==> config.mk <==
export PLATFORM = sky130hd
export DESIGN_NAME = fifo_burst_reader_flat
export DESIGN_NICKNAME = d
export VERILOG_FILES = /design/src/rtl/fifo_burst_reader_if.sv /design/src/rtl/fifo_burst_reader.sv /design/src/flat_wrapper.sv
export SDC_FILE = /design/constraint.sdc
export NUM_CORES = 1
export LEC_CHECK = 0
export BUFFER_PORTS_ARGS = -buffer_cell sky130_fd_sc_hd__buf_4
export CORE_MARGIN = 2
export CORE_UTILIZATION = 25
export CTS_CLUSTER_SIZE = 40
export DETAILED_ROUTE_END_ITERATION = 7
export HOLD_SLACK_MARGIN = 0.05
export PLACE_DENSITY = 0.5
export SYNTH_ARGS = -nofsm -noshare
export SYNTH_HDL_FRONTEND = slang
export SYNTH_SLANG_ARGS = --single-unit
export TNS_END_PERCENT = 50
==> constraint.sdc <==
create_clock -name rd_clk -period 5.2 [get_ports rd_clk]
set_input_delay 0.52 -clock rd_clk [delete_from_list [all_inputs] [get_ports rd_clk]]
set_output_delay 0.52 -clock rd_clk [all_outputs]
set_load 0.02 [all_outputs]
==> src/rtl/fifo_burst_reader_if.sv <==
`default_nettype none
// ============================================================================
//  Module      : fifo_burst_reader_if
//  Description : Handshake bundle for fifo_burst_reader. It carries the FIFO
//                read side (i_data / i_data_valid / o_dready) and the
//                downstream burst stream (o_data / o_valid / i_ready /
//                o_last), plus the o_idle status flag.
//  Revision    : 1.0 - initial release
// ============================================================================
interface fifo_burst_reader_if #(
    parameter int INT_DATA_WIDTH = 32
) ();
    logic [INT_DATA_WIDTH-1:0] i_data;
    logic                      i_data_valid;
    logic                      o_dready;
    logic [INT_DATA_WIDTH-1:0] o_data;
    logic                      o_valid;
    logic                      i_ready;
    logic                      o_last;
    logic                      o_idle;

    // Environment side: feeds FIFO words and downstream ready
    modport master (
        output i_data, i_data_valid, i_ready,
        input  o_dready, o_data, o_valid, o_last, o_idle
    );

    // Burst reader side
    modport slave (
        input  i_data, i_data_valid, i_ready,
        output o_dready, o_data, o_valid, o_last, o_idle
    );
endinterface
`default_nettype wire

==> src/rtl/fifo_burst_reader.sv <==
`default_nettype none
// ============================================================================
//  Module      : fifo_burst_reader
//  Description : Drains the read port of fifo_cdcc and regroups the words
//                into bursts of up to INT_BURST_LEN words. Each burst is sent
//                downstream as a header {seq, pad, count} followed by the
//                buffered words. A partial burst is flushed after
//                INT_TIMEOUT_CYCLES idle cycles.
//                Optional macro FIFO_BURST_READER_CHECKSUM_EN appends an XOR
//                trailer word to every burst and moves o_last onto it.
//  Revision    : 1.0 - initial release
// ============================================================================
module fifo_burst_reader #(
    parameter int INT_DATA_WIDTH     = 32,
    parameter int INT_BURST_LEN      = 16,
    parameter int INT_TIMEOUT_CYCLES = 64
) (
    input  wire logic          rd_clk,
    input  wire logic          rd_rst,
    fifo_burst_reader_if.slave bus
);

    localparam int c_CNT_W = $clog2(INT_BURST_LEN + 1);
    localparam int c_IDX_W = $clog2(INT_BURST_LEN);
    localparam int c_TMR_W = $clog2(INT_TIMEOUT_CYCLES + 1);

    localparam logic [c_CNT_W-1:0] c_LEN      = c_CNT_W'(INT_BURST_LEN);
    localparam logic [c_TMR_W-1:0] c_TMR_LAST = c_TMR_W'(INT_TIMEOUT_CYCLES - 1);

    localparam logic [1:0] S_COLLECT = 2'd0;
    localparam logic [1:0] S_HEADER  = 2'd1;
    localparam logic [1:0] S_DATA    = 2'd2;
`ifdef FIFO_BURST_READER_CHECKSUM_EN
    localparam logic [1:0] S_TRAILER = 2'd3;
`endif

    logic [1:0]                state_q, state_d;
    logic [c_CNT_W-1:0]        cnt_q,   cnt_d;
    logic [c_CNT_W-1:0]        idx_q,   idx_d;
    logic [c_TMR_W-1:0]        tmr_q,   tmr_d;
    logic [15:0]               seq_q,   seq_d;
`ifdef FIFO_BURST_READER_CHECKSUM_EN
    logic [INT_DATA_WIDTH-1:0] csum_q,  csum_d;
`endif
    logic [INT_DATA_WIDTH-1:0] mem_q [INT_BURST_LEN];

    logic                      w_dready;
    logic                      w_take;
    logic                      w_at_last;
    logic [INT_DATA_WIDTH-1:0] w_header;
    logic [INT_DATA_WIDTH-1:0] w_data;
    logic                      w_valid;
    logic                      w_last;

    // Only collect while there is room; the FIFO holds its word otherwise
    assign w_dready  = (state_q == S_COLLECT) && (cnt_q < c_LEN);
    assign w_take    = bus.i_data_valid && w_dready;
    assign w_at_last = (idx_q == (cnt_q - c_CNT_W'(1)));

    // Header word: sequence number on top, data-word count at the bottom
    always_comb begin
        w_header                            = '0;
        w_header[INT_DATA_WIDTH-1 -: 16]    = seq_q;
        w_header[15:0]                      = 16'(cnt_q);
    end

    // Next-state logic for the collect / header / data (/ trailer) sequencer
    always_comb begin
        state_d = state_q;
        cnt_d   = cnt_q;
        idx_d   = idx_q;
        tmr_d   = tmr_q;
        seq_d   = seq_q;
`ifdef FIFO_BURST_READER_CHECKSUM_EN
        csum_d  = csum_q;
`endif
        case (state_q)
            S_COLLECT: begin
                if (w_take) begin
                    // An accept always restarts the idle timer, even on the
                    // cycle the timer would otherwise have expired.
                    cnt_d = cnt_q + c_CNT_W'(1);
                    tmr_d = '0;
`ifdef FIFO_BURST_READER_CHECKSUM_EN
                    csum_d = csum_q ^ bus.i_data;
`endif
                    if (cnt_q == c_LEN - c_CNT_W'(1)) begin
                        state_d = S_HEADER;
                    end
                end else if (cnt_q != '0) begin
                    // Flush lands exactly INT_TIMEOUT_CYCLES edges after the last accept
                    tmr_d = tmr_q + c_TMR_W'(1);
                    if (tmr_q == c_TMR_LAST) begin
                        state_d = S_HEADER;
                    end
                end
            end
            S_HEADER: begin
                if (bus.i_ready) begin
                    state_d = S_DATA;
                    idx_d   = '0;
                end
            end
            S_DATA: begin
                if (bus.i_ready) begin
                    if (w_at_last) begin
`ifdef FIFO_BURST_READER_CHECKSUM_EN
                        state_d = S_TRAILER;
`else
                        state_d = S_COLLECT;
                        cnt_d   = '0;
                        tmr_d   = '0;
                        seq_d   = seq_q + 16'd1;
`endif
                    end else begin
                        idx_d = idx_q + c_CNT_W'(1);
                    end
                end
            end
`ifdef FIFO_BURST_READER_CHECKSUM_EN
            S_TRAILER: begin
                if (bus.i_ready) begin
                    state_d = S_COLLECT;
                    cnt_d   = '0;
                    tmr_d   = '0;
                    seq_d   = seq_q + 16'd1;
                    csum_d  = '0;
                end
            end
`endif
            default: begin
                state_d = S_COLLECT;
            end
        endcase
    end

    // Sequencer registers with synchronous reset; a reset discards any burst
    always_ff @(posedge rd_clk) begin
        if (rd_rst) begin
            state_q <= S_COLLECT;
            cnt_q   <= '0;
            idx_q   <= '0;
            tmr_q   <= '0;
            seq_q   <= '0;
`ifdef FIFO_BURST_READER_CHECKSUM_EN
            csum_q  <= '0;
`endif
        end else begin
            state_q <= state_d;
            cnt_q   <= cnt_d;
            idx_q   <= idx_d;
            tmr_q   <= tmr_d;
            seq_q   <= seq_d;
`ifdef FIFO_BURST_READER_CHECKSUM_EN
            csum_q  <= csum_d;
`endif
        end
    end

    // Burst buffer write; contents are don't-care until cnt covers them
    always_ff @(posedge rd_clk) begin
        if (w_take) begin
            mem_q[cnt_q[c_IDX_W-1:0]] <= bus.i_data;
        end
    end

    // Output decode from registered state only (no path from i_ready/i_data_valid)
    always_comb begin
        w_data  = '0;
        w_valid = 1'b0;
        w_last  = 1'b0;
        case (state_q)
            S_HEADER: begin
                w_valid = 1'b1;
                w_data  = w_header;
            end
            S_DATA: begin
                w_valid = 1'b1;
                w_data  = mem_q[idx_q[c_IDX_W-1:0]];
`ifndef FIFO_BURST_READER_CHECKSUM_EN
                w_last  = w_at_last;
`endif
            end
`ifdef FIFO_BURST_READER_CHECKSUM_EN
            S_TRAILER: begin
                w_valid = 1'b1;
                w_data  = csum_q;
                w_last  = 1'b1;
            end
`endif
            default: begin
                w_valid = 1'b0;
            end
        endcase
    end

    assign bus.o_dready = w_dready;
    assign bus.o_data   = w_data;
    assign bus.o_valid  = w_valid;
    assign bus.o_last   = w_last;
    assign bus.o_idle   = (state_q == S_COLLECT) && (cnt_q == '0);

endmodule
`default_nettype wire
==> src/flat_wrapper.sv <==
// flat-port wrapper written by rule: the top's interface ports become plain ports
module fifo_burst_reader_flat 
#(
    parameter int INT_DATA_WIDTH     = 32,
    parameter int INT_BURST_LEN      = 16,
    parameter int INT_TIMEOUT_CYCLES = 64
)
  (rd_clk, rd_rst, bus_i_data, bus_i_data_valid, bus_i_ready, bus_o_dready, bus_o_data, bus_o_valid, bus_o_last, bus_o_idle);
  fifo_burst_reader_if #(.INT_DATA_WIDTH(INT_DATA_WIDTH)) bus_i ();
  input  wire logic rd_clk;
  input  wire logic rd_rst;
  input wire logic [$bits(bus_i.i_data)-1:0] bus_i_data;
  input wire logic [$bits(bus_i.i_data_valid)-1:0] bus_i_data_valid;
  input wire logic [$bits(bus_i.i_ready)-1:0] bus_i_ready;
  output wire logic [$bits(bus_i.o_dready)-1:0] bus_o_dready;
  output wire logic [$bits(bus_i.o_data)-1:0] bus_o_data;
  output wire logic [$bits(bus_i.o_valid)-1:0] bus_o_valid;
  output wire logic [$bits(bus_i.o_last)-1:0] bus_o_last;
  output wire logic [$bits(bus_i.o_idle)-1:0] bus_o_idle;
  assign bus_i.i_data = bus_i_data;
  assign bus_i.i_data_valid = bus_i_data_valid;
  assign bus_i.i_ready = bus_i_ready;
  assign bus_o_dready = bus_i.o_dready;
  assign bus_o_data = bus_i.o_data;
  assign bus_o_valid = bus_i.o_valid;
  assign bus_o_last = bus_i.o_last;
  assign bus_o_idle = bus_i.o_idle;
  fifo_burst_reader #(.INT_DATA_WIDTH(INT_DATA_WIDTH), .INT_BURST_LEN(INT_BURST_LEN), .INT_TIMEOUT_CYCLES(INT_TIMEOUT_CYCLES)) u_core (.rd_clk(rd_clk), .rd_rst(rd_rst), .bus(bus_i));
endmodule
==> results.cfg <==
[synthesis]
ys_types = 56
synth_seq_cells = 551
syn-num-nets = 1103
async_flop_share = 0
netlist_area_mm2 = 0.02192
ys_seq_area_frac = 0.7369
ys.flop_type = edfxtp_1
synth_edf_count = 512
netlist_instances = 1054
yosysWarnings = 0
avgSynthCellArea_um2 = 20.80

[worst_setup_path]
reg2reg_from = u_core.state_q[1]$_SDFFE_PP0P_
path_class = reg2out
timing.rr.end = u_core.mem_q[13][24]$_DFFE_PP_
reg2regPathDepth = 7
crit_required_ns = 4.68
worstPathMaxFanout = 49
cp-end-kind = output port
startpoint_type = flip-flop
worstPathArrival_ns = 3.42
regToRegSetupSlack_ns = 1.92

[status]
outcome = finished clean

[clocking]
clk_path_buf_depth = 3
root_buffer = clkbuf_16
cts_tree = yes
clkSlewWorstSetupHoldPaths_ns = 0.06
cts_made_buffers = 59
insertion_delay_ns = 0.63
cts_resized = 0
hold_buffers = 0
cts.sinks = 551
post-cts-setup-buffer-count = 0
cts_max_level = 2

[worst_hold_path]
min_to = u_core.mem_q[8][2]$_DFFE_PP_
min_path_type = in2reg
min-delay-start = bus_i_data[2]
min_path_cells = 1

[layout]
synthToLayoutAreaGrowth_pct = 18.85
final_core_util = 0.2999
antenna_cells = 0
fin_cells = 2363
fin_nets = 1208
final_layout_size_suffix_gt1_frac = 0.3179

[flow_run]
drv_cap = 0

[placement]
port_buffers = 71
gp_congestion = 0.7468
dp_hpwl_um = 32530
dp.cells = 2253
pre_cts_ws_ns = 1.760

[floorplan]
die_area_mm2 = 0.09008
die_w_um = 300.1
die_height_um = 300.1
core_mm2 = 0.08689
ios = 72
initial_utilization = 0.2523
rows = 108

[grt]
grt_use_total = 0.1220
grt_remaining_overflow = 0
grt-busiest-layer = met2
grt_max_degree = 78
grt_pass1_wl_um = 80530
use_met1 = 0.1623
grt_pass1_vias = 11468
use_met2 = 0.1996
grt.met3_usage = 0.03194
grt_antenna_before_repair = 7

[routing]
ant_nets = 0
drt-total-wl_um = 55150
drc = 0
drt-initial-drc-count = 928
drt-vias-per-instance = 4.658
dr_total_vias = 11006
wl_per_cell_um = 23.34
firstDrtPassIters = 5

[timing]
worst_pin_slew_ns = 0.9395
setup_viol = 0
rsz0062_at_grt = no
timing.setup.tns_ns = 0
final-hold-violation-count = 0
fin_crit_ns = 3.944
drv_slew = 0
hold_slack_ns = 0.1953
max_freq_mhz = 253.5
relSlewSlack = 0.3722
worst_slack_ns = 1.256
fin_crit_sh = 0.7585
worst_clock_skew_ns = 0.01839

[pwr]
p_leak_nw = 7.881
power_density_mw_per_mm2 = 397.2
ir_drop_v = 0.0002582
==> cell families after synthesis <==
group,Yosys count,synth area share
AOI/OAI and AO/OA,95,0.03407
adders and majority gates,13,0.007419
DFF,551,0.7369
buffers and inverters,77,0.01472
xor gates and xnor gates,6,0.002397
and+or+nand+nor,143,0.03567
muxes,169,0.1688
==> worst max-delay path, cell delays in order, from the launching register on <==
cell,delay [ns]
dfxtp_4,0.75
buf_12,0.44
mux4_2,0.57
mux4_2,0.52
a32o_1,0.31
buf_4,0.17
==> power breakdown <==
part	internal, mW	leakage (nW)	total [mW]	switching (mW)
clock network	2.58	0.975	4.29	1.70
logic	0.351	1.97	0.987	0.636
registers	5.01	4.94	5.08	0.0614
==> cell usage in the layout (no fill, tap or decap), types with 11 or more instances in the layout <==
master,netlist,routed
a21oi_1,17,17
a32o_1,21,21
and3_1,15,15
buf_4,0,105
clkbuf_1,43,11
clkbuf_16,0,61
clkinv_1,0,14
clkinv_2,0,11
dfxtp_1,39,35
edfxtp_1,512,512
ha_1,13,12
inv_1,13,13
mux4_2,160,160
nand2_1,19,19
nand2b_1,13,13
nor2_1,32,20
nor2_4,0,12
o31ai_1,12,12
or4_1,12,12
==> stage by stage <==
stage               total power, mW  area (µm²)
floorplan                     5.749       21920
global placement              6.153       24070
global route                  10.71       26060
CTS                           10.47       26060
detailed placement            6.170       24070
finish                        10.35       26060
==> layout make-up <==
| class | count | area, µm² |
|---|---|---|
| clock inverter | 38 | 422.9 |
| timing repair buffer | 108 | 848.3 |
| fill | 8390 | 60830 |
| tap | 1155 | 1445 |
| inverter | 13 | 48.80 |
| sequential | 551 | 16170 |
| multi-input combinational | 426 | 5558 |
| clock buffer | 72 | 1568 |
==> flip-flops by register name (all words and copies together), names as in the netlist, named ones only <==
register,count
u_core.mem_q,512
u_core.seq_q,16
u_core.cnt_q,5
u_core.idx_q,5
u_core.state_q,2
u_core.tmr_q,7
==> layer usage <==
layer  vias up  routed length, µm
li1       4681                  -
met1      5929              23850
met2       310              26760
met3        72               3674
met4        14                775
met5         -                 92
==> worst max path at each step <==
| stage | to | cells past startpoint |
|---|---|---|
| floorplan | u_core.mem_q[3][0]$_DFFE_PP_ | 8 |
| global placement | bus_o_data[0] | 5 |
| detailed placement | bus_o_data[0] | 5 |
| CTS | bus_o_data[0] | 5 |
| global route | bus_o_data[0] | 5 |
| finish | bus_o_data[0] | 5 |
==> Yosys cell counts (13+ instances only) <==
library cell / instances / area share
ha_1: 13 / 0.0074
a32o_1: 21 / 0.0096
nor2_1: 32 / 0.0055
dfxtp_1: 39 / 0.036
nand2_1: 19 / 0.0033
a21oi_1: 17 / 0.0039
inv_1: 13 / 0.0022
edfxtp_1: 512 / 0.70
and3_1: 15 / 0.0043
nand2b_1: 13 / 0.0037
mux4_2: 160 / 0.16
buf_2: 15 / 0.0034
clkbuf_1: 43 / 0.0074
(Power assumes the default switching activity.)
